File: config.mk
export PLATFORM = sky130hd
export DESIGN_NAME = program_counter_stage_btb
export DESIGN_NICKNAME = d
export VERILOG_FILES = /design/src/rtl/program_counter_stage_btb.sv
export SDC_FILE = /design/constraint.sdc
export NUM_CORES = 2
export LEC_CHECK = 0
export CORE_ASPECT_RATIO = 2
export CORE_UTILIZATION = 56
export DETAILED_ROUTE_END_ITERATION = 16
export GPL_ROUTABILITY_DRIVEN = 0
export PLACE_DENSITY = 0.77
export SLEW_MARGIN = 20
export SYNTH_ARGS = -nofsm -noshare
export SYNTH_HDL_FRONTEND = slang
export SYNTH_SLANG_ARGS = --single-unit
File: constraint.sdc
create_clock -name clk -period 4.8 [get_ports clk]
set_input_delay 1.44 -clock clk [delete_from_list [all_inputs] [get_ports clk]]
set_output_delay 1.44 -clock clk [all_outputs]
set_load 0.05 [all_outputs]
File: src/rtl/program_counter_stage_btb.sv
// Fetch PC stage with a direct-mapped BTB and a 2-bit saturating predictor per entry.
// Latency: prediction is combinational from the registered PC; a redirect lands on the next edge.
// Backpressure: stall_fetch holds the PC, a mispredict overrides the stall, and BTB training ignores the stall.
//
// Ports:
//   clk, rst_n              clock (rising edge), asynchronous active-low reset
//   stall_fetch             hold the current fetch PC
//   redirect_*              branch/jump resolved in execute, with the prediction it carried
//   pc                      registered fetch PC
//   pc_pred_taken/_target   prediction for pc
//   clear_decoding_stage    flush decode register on mispredict
//   clear_execution_stage   flush execute register on mispredict
//   mispredict_count        saturating mispredict counter
module program_counter_stage_btb #(
   parameter int                    ADDR_WIDTH   = 32,
   parameter logic [ADDR_WIDTH-1:0] RESET_VECTOR = '0,
   parameter int                    BTB_ENTRIES  = 16,
   parameter int                    MISS_CNT_W   = 16
) (
   input  logic                  clk,
   input  logic                  rst_n,
   input  logic                  stall_fetch,
   input  logic                  redirect_valid,
   input  logic [ADDR_WIDTH-1:0] redirect_pc_ex,
   input  logic                  redirect_taken,
   input  logic [ADDR_WIDTH-1:0] redirect_target,
   input  logic                  redirect_pred_taken,
   input  logic [ADDR_WIDTH-1:0] redirect_pred_target,
   output logic [ADDR_WIDTH-1:0] pc,
   output logic                  pc_pred_taken,
   output logic [ADDR_WIDTH-1:0] pc_pred_target,
   output logic                  clear_decoding_stage,
   output logic                  clear_execution_stage,
   output logic [MISS_CNT_W-1:0] mispredict_count
);

   localparam int IDX_W = $clog2(BTB_ENTRIES);
   localparam int TAG_W = ADDR_WIDTH - 2 - IDX_W;
   localparam int WA_W  = ADDR_WIDTH - 2;
   localparam logic [ADDR_WIDTH-1:0] FOUR = ADDR_WIDTH'(4);

   // Targets are kept as word addresses; the two zero LSBs are not stored.
   logic [ADDR_WIDTH-1:0]               pc_q;
   logic [BTB_ENTRIES-1:0]              btb_vld;
   logic [BTB_ENTRIES-1:0][TAG_W-1:0]   btb_tag;
   logic [BTB_ENTRIES-1:0][WA_W-1:0]    btb_tgt;
   logic [BTB_ENTRIES-1:0][1:0]         btb_ctr;
   logic [MISS_CNT_W-1:0]               miss_cnt_q;

   logic [IDX_W-1:0]      f_idx, u_idx;
   logic [TAG_W-1:0]      f_tag, u_tag;
   logic                  f_hit, u_hit, mispredict;
   logic [ADDR_WIDTH-1:0] pc_plus4, ex_plus4, pc_nxt;
   logic [1:0]            u_ctr;
   logic                  unused_low_bits;

   // Fetch-side lookup
   assign f_idx          = pc_q[IDX_W+1:2];
   assign f_tag          = pc_q[ADDR_WIDTH-1:IDX_W+2];
   assign f_hit          = btb_vld[f_idx] && (btb_tag[f_idx] == f_tag);
   assign pc_plus4       = pc_q + FOUR;
   assign pc_pred_taken  = f_hit && btb_ctr[f_idx][1];
   assign pc_pred_target = f_hit ? {btb_tgt[f_idx], 2'b00} : pc_plus4;
   assign pc             = pc_q;

   // Execute-side update lookup
   assign u_idx    = redirect_pc_ex[IDX_W+1:2];
   assign u_tag    = redirect_pc_ex[ADDR_WIDTH-1:IDX_W+2];
   assign u_hit    = btb_vld[u_idx] && (btb_tag[u_idx] == u_tag);
   assign u_ctr    = btb_ctr[u_idx];
   assign ex_plus4 = redirect_pc_ex + FOUR;

   // Only the word address of the target is compared; gating with rst_n keeps
   // the flushes low while reset is held.
   assign mispredict = rst_n && redirect_valid &&
                       ((redirect_taken != redirect_pred_taken) ||
                        (redirect_taken &&
                         (redirect_target[ADDR_WIDTH-1:2] != redirect_pred_target[ADDR_WIDTH-1:2])));

   assign clear_decoding_stage  = mispredict;
   assign clear_execution_stage = mispredict;
   assign mispredict_count      = miss_cnt_q;

   assign unused_low_bits = ^{redirect_target[1:0], redirect_pred_target[1:0], ex_plus4[1:0]};

   always_comb begin
      pc_nxt = pc_q;
      if (mispredict) begin
         pc_nxt = redirect_taken ? {redirect_target[ADDR_WIDTH-1:2], 2'b00}
                                 : {ex_plus4[ADDR_WIDTH-1:2], 2'b00};
      end else if (!stall_fetch) begin
         pc_nxt = pc_pred_taken ? pc_pred_target : pc_plus4;
      end
   end

   always_ff @(posedge clk or negedge rst_n) begin
      if (!rst_n) begin
         pc_q       <= RESET_VECTOR;
         miss_cnt_q <= '0;
      end else begin
         pc_q <= pc_nxt;
         if (mispredict && (miss_cnt_q != '1))
            miss_cnt_q <= miss_cnt_q + MISS_CNT_W'(1);
      end
   end

   // BTB training; the fetch lookup above sees these contents one edge later.
   always_ff @(posedge clk or negedge rst_n) begin
      if (!rst_n) begin
         btb_vld <= '0;
         btb_tag <= '0;
         btb_tgt <= '0;
         btb_ctr <= {BTB_ENTRIES{2'b01}};
      end else if (redirect_valid) begin
         if (redirect_taken) begin
            btb_tgt[u_idx] <= redirect_target[ADDR_WIDTH-1:2];
            if (u_hit) begin
               btb_ctr[u_idx] <= (u_ctr == 2'b11) ? u_ctr : u_ctr + 2'd1;
            end else begin
               btb_vld[u_idx] <= 1'b1;
               btb_tag[u_idx] <= u_tag;
               btb_ctr[u_idx] <= 2'b10;
            end
         end else if (u_hit) begin
            btb_ctr[u_idx] <= (u_ctr == 2'b00) ? u_ctr : u_ctr - 2'd1;
         end
      end
   end

endmodule

Word-level counts from Yosys, hierarchy flattened
Index checks and enable logic that the tools add are counted.
- register bits: 992
- input bits: 102
- output and inout port bits: 83
- logic and storage cells: 121
- $add $sub $neg: 5
- $lt $le $gt $ge: 3
- eq/ne operators: 7
- muxes and demuxes: 36
- bitwise logic cells: 5
- reductions and logical operators: 14
- operators by type and width (cell ; number):
    480-bit bitwise mux ; 1
    416-bit bitwise mux ; 1
    32-bit two-way mux ; 8
    26-bit binary-select mux with 4-bit select ; 2
    30-bit binary-select mux with 4-bit select ; 1
    30-bit demux with 4-bit select ; 1
    26-bit demux with 4-bit select ; 1
    26-bit two-way mux ; 3
    32-bit by 3-bit adder with 32-bit output, second input constant ; 2
    32-bit bitwise mux ; 2
    30-bit two-way mux ; 2
    26-bit equality test ; 2
    16-bit OR ; 2
    30-bit != test ; 1
    16-bit by 1-bit adder with 16-bit output, second input constant ; 1
    16-bit bitwise AND ; 1
    2-bit binary-select mux with 4-bit select ; 2
    16-bit != test, second input constant ; 1
    16-bit inverter ; 1
    4-bit by 5-bit less-than comparator with 1-bit output, second input constant ; 2
    2-bit two-way mux ; 5
    1-bit binary-select mux with 4-bit select ; 2
    2-bit demux with 4-bit select ; 1
    1-bit logical AND ; 8
    14 further kinds ; 17

Depth between registers and ports, before layout
- depth in word-level cells: 8
- depth in mapped cells: 15

Worst setup path before layout
Ideal clock, no wire load.
- path type: reg-to-output
- start: reg pc_q[2], in the netlist pc[2]
- end: out pc_pred_target[2]
- arrival: 4487 ps
- data required time: 3360 ps
- slack: -1127 ps
- stages on the path, launching flop included: 13
- path buffers: 5
- cells stage by stage: dfrtp_1 > buf_4 > buf_4 > buf_2 > buf_2 > mux4_2 > a22oi_1 > nand2_1 > xor2_1 > a2111o_1 > nor3_2 > buf_2 > mux2i_1
- longest elaborated chain between the ends: 5
- RTL lines (item ; RTL line ; source):
    from (decl) ; 43 ; logic [ADDR_WIDTH-1:0] pc_q;
    from (signal assigned) ; 101 ; pc_q <= pc_nxt;
    26-bit binary-select mux with 4-bit select ; 60 ; assign f_hit = btb_vld[f_idx] && (btb_tag[f_idx] == f_tag);
    26-bit two-way mux (implied by the code) ; 60 ;
    26-bit equality test ; 60 ;
    1-bit logical AND ; 60 ;
    32-bit two-way mux (*) ; 63 ; assign pc_pred_target = f_hit ? {btb_tgt[f_idx], 2'b00} : pc_plus4;
    to (decl) ; 31 ; output logic [ADDR_WIDTH-1:0] pc_pred_target,
Mark *: on every way between the ends. The rest lies on a longest branch, timed or not. The select of a mux whose other input is x is not followed.

Worst setup path in the final report
- start: reg pc_q[3], in the netlist pc[3]
- end: out pc_pred_target[10]
Same word-level chain as after synthesis.

==> out/summary.json <==
{
  "synth.net_count": {"value": 3802},
  "portion_of_netlist_area_occupied_by_mux_cells": {"value": 0.381},
  "antenna_left": {"value": 0},
  "synth_flop_cell": {"value": "sky130_fd_sc_hd__dfrtp_1"},
  "min_path_type": {"value": "reg -> reg"},
  "fp.dieH": {"value": 434, "unit": "microns"},
  "core_region_area": {"value": 92500, "unit": "sq um"},
  "antenna_cells": {"value": 0},
  "tritoncts.num_buffers": {"value": 88},
  "dr.max_layer_used": {"value": "met5"},
  "die_area": {"value": 94400, "unit": "sq um"},
  "number_of_synthesized_flops_with_an_enable_pin": {"value": 0},
  "synth_compound_area_frac": {"value": 0.0344},
  "initial_antenna_violation_count": {"value": 2},
  "post_synth_instance_area": {"value": 52100, "unit": "sq um"},
  "clk-insertion-delay-late": {"value": 710, "unit": "ps"},
  "nNetsFinal": {"value": 4101},
  "detailroute.wirelength.met2": {"value": 80800, "unit": "microns"},
  "timing.reg2reg.setup_slack": {"value": 450, "unit": "ps"},
  "cap_violations": {"value": 0},
  "htree_levels": {"value": 3},
  "unrepaired_setup_endpoints_after_global_routing": {"value": "yes"},
  "leakage": {"value": 26.8, "unit": "nW"},
  "timing_worst_slew_pin_value": {"value": 1030, "unit": "ps"},
  "ios": {"value": 185},
  "main_combinational_cell_family_by_area_after_synthesis": {"value": "multiplexers"},
  "slew_viol_final": {"value": 0},
  "count_of_state_elements_after_synthesis": {"value": 992},
  "netlist_instances": {"value": 3694},
  "post-route-min-period": {"value": 6030, "unit": "ps"},
  "vias": {"value": 35570},
  "timing.slew.headroom": {"value": 0.314},
  "number_of_placement_rows": {"value": 158},
  "maxClockFrequency": {"value": 166, "unit": "MHz"},
  "dr.pass1.iters": {"value": 5},
  "critPathLaunchType": {"value": "flip-flop"},
  "vias_per_cell": {"value": 6.75},
  "first_pass_grt_wire_length": {"value": 245000, "unit": "microns"},
  "setup_viol": {"value": 33},
  "ff2ff_path_depth": {"value": 13},
  "synth-simple-area-share": {"value": 0.0484},
  "gr-total-overflow": {"value": 0},
  "totalWireLength": {"value": 165000, "unit": "microns"},
  "totalPowerFinal": {"value": 0.0280, "unit": "W"},
  "clock_skew": {"value": 22.8, "unit": "ps"},
  "final_design_area_no_fill": {"value": 61500, "unit": "sq um"},
  "vias_in_the_first_global_route": {"value": 37513},
  "pwr_density_cell": {"value": 455, "unit": "nW/um^2"},
  "numPortBuffers": {"value": 178},
  "grt_start_max_net_pins": {"value": 193},
  "timing.setup.tns": {"value": -37720, "unit": "ps"},
  "hold_violations": {"value": 0},
  "cts_tree": {"value": "yes"},
  "critPathRequiredTime": {"value": 3360, "unit": "ps"},
  "total_clock_sinks": {"value": 992},
  "layout-drive-gt1-share": {"value": 0.438},
  "groute.usage.overall": {"value": 0.361},
  "syn_to_final_growth": {"value": 17.9, "unit": "%"},
  "synth-adder-area-share": {"value": 0.00182},
  "drc": {"value": 0},
  "postLayoutSetupSlackWorst": {"value": -1230, "unit": "ps"},
  "vdd.ir_drop.worst": {"value": 343, "unit": "uV"},
  "initial_utilization": {"value": 0.564},
  "ys.warnings.count": {"value": 0},
  "period_share": {"value": 1.26},
  "wl_met1": {"value": 55600, "unit": "microns"},
  "dp_hpwl": {"value": 112000, "unit": "microns"},
  "synth.yosys.seq_area_share": {"value": 0.477},
  "synth-async-reset-ratio": {"value": 1.00},
  "arrival_worst_endpoint": {"value": 4590, "unit": "ps"},
  "avgRoutedWirePerCell": {"value": 31.3, "unit": "microns"},
  "ctsLongestPathBuffers": {"value": 3},
  "hold_bufs_at_cts": {"value": 0},
  "chipWidth": {"value": 218, "unit": "microns"},
  "final_common_cell": {"value": "sky130_fd_sc_hd__dfrtp_1"},
  "placement.cell_area": {"value": 57900, "unit": "sq um"},
  "post_cts_clock_slew_at_the_launch_and_capture_registers_of_the_worst_setup_and_hold_paths": {"value": 70, "unit": "ps"},
  "timing.hold.worst_path_depth": {"value": 2},
  "worstPathMaxFanout": {"value": 12},
  "initialDrtViolationCount": {"value": 3413},
  "total_length_of_routed_met3_wires": {"value": 14300, "unit": "microns"},
  "avgSynthCellArea": {"value": 14.1, "unit": "sq um"},
  "timing.hold.ws": {"value": 485, "unit": "ps"},
  "number_of_library_cell_types_mapped_by_synthesis": {"value": 78},
  "synth-xor-area-share": {"value": 0.0234},
  "status": {"value": "finished with violations"},
  "timing.setup.critical_path_class": {"value": "reg -> out"},
  "failed_checks": {"value": "negative setup slack"},
  "clockRootBuffer": {"value": "sky130_fd_sc_hd__clkbuf_16"},
  "worst_setup_path_end_kind": {"value": "output pin"},
  "leading_cell_types_in_the_layout_fill_and_taps_excluded": {"value": "sky130_fd_sc_hd__dfrtp_1, sky130_fd_sc_hd__mux2_2, sky130_fd_sc_hd__mux4_2"}
}
## through the flow
stage / setup WS [ps] / utilization / cells
6_report: -1230 / 0.665 / 5266
5_1_grt: -1250 / 0.665 / 5266
4_1_cts: -1130 / 0.662 / 5258
3_5_place_dp: -510 / 0.625 / 5092
3_3_place_gp: -481 / 0.625 / 5092
2_1_floorplan: -146 / - / 3694
## cell usage after synthesis, drive strengths merged (5+ instances only)
cell | instances | share of area
dfrtp | 976 | 0.47
mux2 | 934 | 0.20
mux4 | 347 | 0.15
clkbuf | 209 | 0.015
buf | 165 | 0.017
mux2i | 154 | 0.030
xnor2 | 102 | 0.017
nand2 | 100 | 0.0072
nor2 | 85 | 0.0072
nand3 | 47 | 0.0045
a22oi | 46 | 0.0066
o21ai | 46 | 0.0044
nand4 | 42 | 0.0052
a21oi | 38 | 0.0036
xor2 | 37 | 0.0062
inv | 32 | 0.0023
nor3 | 23 | 0.0025
nor4 | 21 | 0.0026
or2 | 21 | 0.0025
nand3b | 19 | 0.0027
and2 | 17 | 0.0020
and3 | 16 | 0.0019
dfstp | 16 | 0.0081
a211oi | 13 | 0.0019
and4 | 13 | 0.0022
or3 | 13 | 0.0016
a31oi | 10 | 0.0012
o211ai | 10 | 0.0014
or4 | 10 | 0.0014
nor2b | 9 | 0.0011
o22ai | 8 | 0.00096
a211o | 7 | 0.0012
a221oi | 7 | 0.0012
o21a | 7 | 0.0010
o221ai | 7 | 0.0012
o31ai | 7 | 0.0011
a21o | 6 | 0.00086
a22o | 6 | 0.0010
ha | 6 | 0.0014
nor3b | 6 | 0.00086
nor4b | 6 | 0.0013
o2111ai | 6 | 0.0010
nand2b | 5 | 0.00060
## final timing paths
kind                             startpoint                 end
min in group asynchronous             rst_n          btb_vld[0]
worst min-delay path            btb_ctr[24]         btb_ctr[24]
max in group asynchronous             rst_n        btb_tgt[425]
worst max-delay path                  pc[3]  pc_pred_target[10]
worst max register to register        pc[3]              pc[13]
worst min register to register  btb_ctr[24]         btb_ctr[24]
## worst max-delay path, cell delays in order, from the launching register on
cell and delay, ps:
sky130_fd_sc_hd__dfrtp_4 530, sky130_fd_sc_hd__buf_4 300, sky130_fd_sc_hd__mux2i_1 370, sky130_fd_sc_hd__a22oi_1 150
sky130_fd_sc_hd__a211o_1 310, sky130_fd_sc_hd__a211oi_1 270, sky130_fd_sc_hd__nor2_1 160, sky130_fd_sc_hd__or4_4 640
sky130_fd_sc_hd__nor3_4 220, sky130_fd_sc_hd__buf_12 200, sky130_fd_sc_hd__buf_12 160, sky130_fd_sc_hd__mux2_4 360
sky130_fd_sc_hd__buf_12 160
## layer usage
metal / global-route usage / vias to the layer above
li1: - / 14480
met1: 0.417 / 18479
met2: 0.588 / 1938
met3: 0.0817 / 669
met4: 0.263 / 4
met5: 0 / -
## power by group
group	switching (W)	leakage, nW	internal, W
Clock	0.00336	1.60	0.00464
Combinational	0.00434	12.7	0.00450
Sequential	0.00115	12.6	0.00997
Total	0.00885	26.8	0.0191
## final cells by class
| cell class | count | area, sq um |
|---|---|---|
| timing repair buffer | 583 | 5880 |
| clock inverter | 44 | 717 |
| fill | 6544 | 31000 |
| tap | 1200 | 1500 |
| inverter | 32 | 120 |
| sequential | 992 | 24900 |
| clock buffer | 119 | 2530 |
| multi-input combinational | 2296 | 25900 |
## sequential cells by signal, summed over array words and instances, names as in the netlist
name	count
btb_tgt	480
btb_tag	416
btb_ctr	32
pc	32
btb_vld	16
mispredict_count	16
## cell families after synthesis
group	count (synthesis)
AND/OR/NAND/NOR	458
AO/OA/AOI/OAI	256
buffers and inverters	406
flip-flops	992
XOR/XNOR	139
multiplexers	1435
adder cells (fa/ha/maj)	8
## repair_timing
item / in CTS / in global routing
hold endpoints to repair: 0 / 0
cloned: 1 / 0
buffers inserted: 2 / 7
endpoints found under the setup margin: 35 / 274
gates resized for setup: 18 / 36
pin swaps: 2 / 5
Note: power is estimated with default switching activity, not from simulation.
